<file path="config.mk">
export PLATFORM = sky130hd
export DESIGN_NAME = branch_predict_unit
export DESIGN_NICKNAME = d
export VERILOG_FILES = /design/src/rtl/branch_predict_unit_pkg.sv /design/src/rtl/branch_predict_unit_bimodal_counter.sv /design/src/rtl/branch_predict_unit.sv
export SDC_FILE = /design/constraint.sdc
export NUM_CORES = 2
export LEC_CHECK = 0
export BUFFER_PORTS_ARGS = -buffer_cell sky130_fd_sc_hd__buf_2
export CELL_PAD_IN_SITES_DETAIL_PLACEMENT = 0
export CELL_PAD_IN_SITES_GLOBAL_PLACEMENT = 1
export CORE_ASPECT_RATIO = 1.4
export CORE_MARGIN = 2
export CORE_UTILIZATION = 45
export CTS_BUF_LIST = sky130_fd_sc_hd__clkbuf_4 sky130_fd_sc_hd__clkbuf_8 sky130_fd_sc_hd__clkbuf_16
export DETAILED_ROUTE_END_ITERATION = 10
export HOLD_SLACK_MARGIN = 0.03
export PLACE_DENSITY = 0.82
export SYNTH_ARGS = -nofsm -noshare
export SYNTH_HDL_FRONTEND = slang
export SYNTH_HIERARCHICAL = 1
export SYNTH_SLANG_ARGS = --single-unit
</file>
<file path="constraint.sdc">
create_clock -name clk -period 37.5 [get_ports clk]
set_input_delay 5.625 -clock clk [delete_from_list [all_inputs] [get_ports clk]]
set_output_delay 5.625 -clock clk [all_outputs]
set_load 0.005 [all_outputs]
</file>
<file path="src/rtl/branch_predict_unit_pkg.sv">
// Shared definitions for the branch predict unit.
// Holds the 2-bit bimodal counter encodings, the sequential PC step and a
// clog2 helper used to size the BTB index from the entry count.
package branch_predict_unit_pkg;

    // 2-bit bimodal counter states; bit 1 is the taken/not-taken prediction
    localparam logic [1:0] CTR_SNT = 2'b00;
    localparam logic [1:0] CTR_WNT = 2'b01;
    localparam logic [1:0] CTR_WT  = 2'b10;
    localparam logic [1:0] CTR_ST  = 2'b11;

    // Distance from one instruction to the next
    localparam int PC_INCREASE = 4;

    // Ceiling log2, usable in parameter expressions
    function automatic int clog2(input int value);
        int result;
        result = 0;
        for (int i = 0; i < 32; i++) begin
            if ((1 << result) < value) begin
                result = result + 1;
            end
        end
        return result;
    endfunction

endpackage

</file>
<file path="src/rtl/branch_predict_unit_bimodal_counter.sv">
// Next-state logic of a 2-bit saturating bimodal counter.
// Ports:
//   ctr      - current counter value
//   taken    - resolved branch direction
//   ctr_next - counter after counting up (taken) or down (not taken),
//              saturating at strongly taken / strongly not-taken
module bimodal_counter
    import branch_predict_unit_pkg::*;
(
    input  logic [1:0] ctr,
    input  logic       taken,
    output logic [1:0] ctr_next
);

    // Walk one step toward the resolved direction, holding at either end
    always_comb begin
        ctr_next = ctr;
        if (taken) begin
            if (ctr != CTR_ST) begin
                ctr_next = ctr + 2'd1;
            end
        end else begin
            if (ctr != CTR_SNT) begin
                ctr_next = ctr - 2'd1;
            end
        end
    end

endmodule

</file>
<file path="src/rtl/branch_predict_unit.sv">
// Branch predict unit: branch/jump target adder plus a direct-mapped BTB
// with a 2-bit bimodal counter per entry.
// Ports:
//   clk, arst                  - clock, asynchronous active-high reset
//   fetch_pc -> pred_taken, pred_pc   same-cycle fetch prediction
//   ex_* , updated_pc, immediate_extended
//                              - the resolving instruction in EX
//   btb_clear                  - synchronous invalidate of every entry
//   branch_pc, jump_pc         - updated_pc + immediate_extended
//   mispredict, redirect_pc    - fetch redirect for the EX instruction
//   ctrl_count, mispredict_count - saturating performance counters
module branch_predict_unit
    import branch_predict_unit_pkg::*;
#(
    parameter int DATA_W      = 16,
    parameter int BTB_ENTRIES = 16,
    parameter int CNT_W       = 32
) (
    input  logic              clk,
    input  logic              arst,
    input  logic [DATA_W-1:0] fetch_pc,
    output logic              pred_taken,
    output logic [DATA_W-1:0] pred_pc,
    input  logic              ex_valid,
    input  logic              ex_is_branch,
    input  logic              ex_is_jump,
    input  logic              ex_taken,
    input  logic [DATA_W-1:0] ex_pc,
    input  logic [DATA_W-1:0] updated_pc,
    input  logic [DATA_W-1:0] immediate_extended,
    input  logic              ex_pred_taken,
    input  logic [DATA_W-1:0] ex_pred_pc,
    input  logic              btb_clear,
    output logic [DATA_W-1:0] branch_pc,
    output logic [DATA_W-1:0] jump_pc,
    output logic              mispredict,
    output logic [DATA_W-1:0] redirect_pc,
    output logic [CNT_W-1:0]  ctrl_count,
    output logic [CNT_W-1:0]  mispredict_count
);

    localparam int IDX_W = clog2(BTB_ENTRIES);
    localparam int TAG_W = DATA_W - IDX_W - 2;

    logic              valid_q  [BTB_ENTRIES];
    logic              valid_d  [BTB_ENTRIES];
    logic [TAG_W-1:0]  tag_q    [BTB_ENTRIES];
    logic [TAG_W-1:0]  tag_d    [BTB_ENTRIES];
    logic [DATA_W-1:0] target_q [BTB_ENTRIES];
    logic [DATA_W-1:0] target_d [BTB_ENTRIES];
    logic [1:0]        ctr_q    [BTB_ENTRIES];
    logic [1:0]        ctr_d    [BTB_ENTRIES];

    logic [CNT_W-1:0]  ctrl_count_q, ctrl_count_d;
    logic [CNT_W-1:0]  mispredict_count_q, mispredict_count_d;

    logic [IDX_W-1:0]  fetch_idx, ex_idx;
    logic [TAG_W-1:0]  fetch_tag, ex_tag;
    logic              fetch_hit, ex_hit;
    logic              active, actual_taken;
    logic [DATA_W-1:0] target_sum;
    logic [1:0]        ctr_next;

    // The two byte-offset bits never address the table
    logic              unused_pc_bits;
    assign unused_pc_bits = ^{fetch_pc[1:0], ex_pc[1:0]};

    assign fetch_idx = fetch_pc[IDX_W+1:2];
    assign fetch_tag = fetch_pc[DATA_W-1:IDX_W+2];
    assign ex_idx    = ex_pc[IDX_W+1:2];
    assign ex_tag    = ex_pc[DATA_W-1:IDX_W+2];

    // Fetch-side lookup reads the registered table, so a write in this
    // cycle is only seen from the next one
    assign fetch_hit  = valid_q[fetch_idx] && (tag_q[fetch_idx] == fetch_tag);
    assign pred_taken = fetch_hit && ctr_q[fetch_idx][1];
    assign pred_pc    = pred_taken ? target_q[fetch_idx]
                                   : fetch_pc + DATA_W'(PC_INCREASE);

    // Branches and jumps share one target adder
    assign target_sum   = updated_pc + immediate_extended;
    assign branch_pc    = target_sum;
    assign jump_pc      = target_sum;

    assign active       = ex_valid && (ex_is_branch || ex_is_jump);
    assign actual_taken = ex_is_jump || ex_taken;
    assign ex_hit       = valid_q[ex_idx] && (tag_q[ex_idx] == ex_tag);

    // A wrong target counts as a mispredict only when the branch is taken
    assign mispredict  = active && ((ex_pred_taken != actual_taken) ||
                                    (actual_taken && (ex_pred_pc != target_sum)));
    assign redirect_pc = (active && actual_taken) ? target_sum : updated_pc;

    bimodal_counter u_bimodal_counter (
        .ctr      (ctr_q[ex_idx]),
        .taken    (actual_taken),
        .ctr_next (ctr_next)
    );

    // Table update; clear overrides any update or allocation in the same cycle
    always_comb begin
        valid_d  = valid_q;
        tag_d    = tag_q;
        target_d = target_q;
        ctr_d    = ctr_q;
        if (btb_clear) begin
            for (int i = 0; i < BTB_ENTRIES; i++) begin
                valid_d[i] = 1'b0;
            end
        end else if (active) begin
            if (ex_hit) begin
                if (ex_is_jump) begin
                    ctr_d[ex_idx]    = CTR_ST;
                    target_d[ex_idx] = target_sum;
                end else begin
                    ctr_d[ex_idx] = ctr_next;
                    if (actual_taken) begin
                        target_d[ex_idx] = target_sum;
                    end
                end
            end else if (actual_taken) begin
                valid_d[ex_idx]  = 1'b1;
                tag_d[ex_idx]    = ex_tag;
                target_d[ex_idx] = target_sum;
                ctr_d[ex_idx]    = ex_is_jump ? CTR_ST : CTR_WT;
            end
        end
    end

    // Performance counters stick at all-ones instead of wrapping
    always_comb begin
        ctrl_count_d       = ctrl_count_q;
        mispredict_count_d = mispredict_count_q;
        if (active && (ctrl_count_q != {CNT_W{1'b1}})) begin
            ctrl_count_d = ctrl_count_q + CNT_W'(1);
        end
        if (mispredict && (mispredict_count_q != {CNT_W{1'b1}})) begin
            mispredict_count_d = mispredict_count_q + CNT_W'(1);
        end
    end

    always_ff @(posedge clk or posedge arst) begin
        if (arst) begin
            for (int i = 0; i < BTB_ENTRIES; i++) begin
                valid_q[i]  <= 1'b0;
                tag_q[i]    <= '0;
                target_q[i] <= '0;
                ctr_q[i]    <= CTR_WNT;
            end
            ctrl_count_q       <= '0;
            mispredict_count_q <= '0;
        end else begin
            valid_q            <= valid_d;
            tag_q              <= tag_d;
            target_q           <= target_d;
            ctr_q              <= ctr_d;
            ctrl_count_q       <= ctrl_count_d;
            mispredict_count_q <= mispredict_count_d;
        end
    end

    assign ctrl_count       = ctrl_count_q;
    assign mispredict_count = mispredict_count_q;

endmodule

</file>
==> run metrics <==
RSZ-0062 raised after global routing false; count leader, synth dfrtp_1; ys async rst share 1.000; die height 293.3 um; Num CTS Buffers 52; I/O pins 218; IO Port Bufs 215; drt first pass iters 5; Hold Path Depth 2; post-DR wirelength/cell 23.10 um; yosys warns 6; clk sinks 528; Routed Antenna Nets 0; fraction of layout cells with a size suffix above 1 0.3268; Yosys top cell area share 0.4762; Filler cells 5144; Die Wd 210.7 um; top cells by count, synth dfrtp_1 (512), nand2_1 (315), o21ai_0 (266), mux2_2 (192), mux4_2 (190); post-synthesis cell type count 65; WS Path Type primary input to output port; R2R cell count 9; DR iter-0 viols 1463; initial antenna violation count 2; fmax 64.21 MHz; Max Cap Viol 0; Tcrit/Tclk final 0.4153; worst rel slew slack 0.1257; synth top area cells dfrtp_1 (48%), mux4_2 (16%), mux2_2 (8.0%); Layout area overhead 13.02%; Net count, final 2474; GPL Wtd Cong 0.8591; Synth Instances 2237; Final Hold Viols 0; Syn Nets 2344; post-detail-place hpwl 46.08 mm; placed cell area 28540 um2; final instance area 30410 um2; vias in the first global route 19380; Total Neg Setup Slack 0 ps; worst path required time 31870 ps; FF+latch area 13230 um2; GR Util All Layers 0.2387; Max Slew Vio Count 0; WP data arrival 9950 ps; H-tree levels 2; hold-fix buffers at CTS 0; Ant. Diodes 0; Skew-Pair Late Insertion Delay 610 ps; critical path endpoint category output port; Pwr Density 52.42 nW/um2; register bit total from synthesis 528; routed vias 18860; final WL 73.10 mm; LEAKAGE 13.83 nW; Initial Util 0.4528; Multi-input gate area 12750 um2; peak supply drop 0.00004500 V; Setup violations, final 0; minimum clock period 15570 ps; register area share after synthesis 0.4918; Critical Path Source Type primary input; grt ovf 0; Netlist Area Pre-Place 26900 um2; largest net degree at the start of global routing 134; Post-synth EDFFs 0; Setup Buffers After CTS 0; CTS tree done; Core Area 59420 um2; Slew @ Worst Pin 1303 ps; Synth Flop Type dfrtp_1; final clock skew 28.17 ps; clock root cell clkbuf_16; post-CTS sizing 0; std cell rows 106; global-route wire length before repair 113.2 mm; Worst Hold Class register to register; Mean Syn Cell Area 12.03 um2; vias per inst 5.960; Die ar. 61790 um2; # DRC 0; clk slew on worst S/H paths 60 ps; CP max FO 71; Max Root-Sink Buffers 3; dominant cell type by area after synthesis dfrtp_1; status finished clean
[flip-flops by register name (all words and copies together) (netlist names)]
name              count
target_q            256
mispredict_count     32
valid_q              16
ctrl_count           32
tag_q               160
ctr_q                32
[critical path, cell delays in order]
cell and delay, ps:
buf_6 630, buf_4 910, mux4_2 600, mux4_2 500, xnor2_1 200, nand4_1 150
nor4_2 220, buf_4 430, mux2_2 440, buf_2 140
[per-stage QoR]
stage | total power [mW] | instances | setup WS (ps) | util | hold slack, ps
final | 1.594 | 3164 | 21930 | 0.5118 | 476.9
after global routing | 1.667 | 3164 | 21610 | 0.5118 | 486.5
after CTS | 1.606 | 3164 | 21840 | 0.5118 | 480.9
after detailed placement | 1.036 | 3069 | 21840 | 0.4804 | 466.9
after global placement | 1.015 | 3069 | 21850 | 0.4804 | 456.0
after floorplan | 0.9383 | 2237 | 17150 | - | 444.6
[power by group]
part           switching [mW]  internal [mW]
Clock                   0.229          0.338
Sequential             0.0606          0.666
Combinational           0.148          0.152
Total                   0.438           1.16
[path summary, 6_finish.rpt]
kind	startpoint	to	slack (ps)
max	fetch_pc[2]	pred_pc[3]	21930
min	target_q[183]	target_q[183]	480
max reg2reg	tag_q[9]	tag_q[91]	33730
min reg2reg	target_q[183]	target_q[183]	480
max in group asynchronous	arst	tag_q[154]	30010
min in group asynchronous	arst	ctrl_count[0]	5180
[final cells by class]
type | instances | area share
Timing Repair Buffer | 271 | 0.04962
Multi-Input combinational cell | 1489 | 0.4194
Tap cell | 756 | 0.03111
Clock buffer | 70 | 0.04962
Clock inverter | 25 | 0.01173
Inverter | 25 | 0.003333
Sequential cell | 528 | 0.4352
[cells by family (layout without fill, tap and decap cells)]
group	count (synthesis)	in the layout	synth area share
AND/OR/NAND/NOR	571	571	0.09510
XOR/XNOR	119	119	0.03902
AO/OA/AOI/OAI	367	367	0.07743
buffers and inverters	220	391	0.03609
multiplexers	411	411	0.2506
flip-flops	528	528	0.4918
adder cells (fa/ha/maj)	21	21	0.009952
[routing by layer]
metal	vias up	wire length, um	track usage
met5	-	26	0
met4	4	2546	0.08743
met3	147	4110	0.03645
met2	629	36610	0.4051
met1	9717	29810	0.3114
li1	8359	-	-
[placed cells by master (no fill, tap or decap), types with 6 or more instances in the layout]
cell type	instances
inv_1	24
buf_2	213
nand2b_1	8
clkbuf_4	10
a21oi_1	31
and2_1	7
nor4_1	7
ha_1	18
clkbuf_8	6
xor2_1	59
nand3_1	48
o21ai_0	266
a32o_1	13
mux2_2	192
nand4_1	24
clkbuf_16	54
nor3_1	38
and3_1	19
a31oi_1	7
and4_1	8
mux2_1	8
xnor2_1	57
clkinv_2	10
nand2_1	315
mux4_2	190
dfstp_2	16
bufinv_16	8
a22o_1	16
dfrtp_1	512
mux2i_1	21
nor2_1	72
buf_4	56
Power figures use the tool's default switching activity.
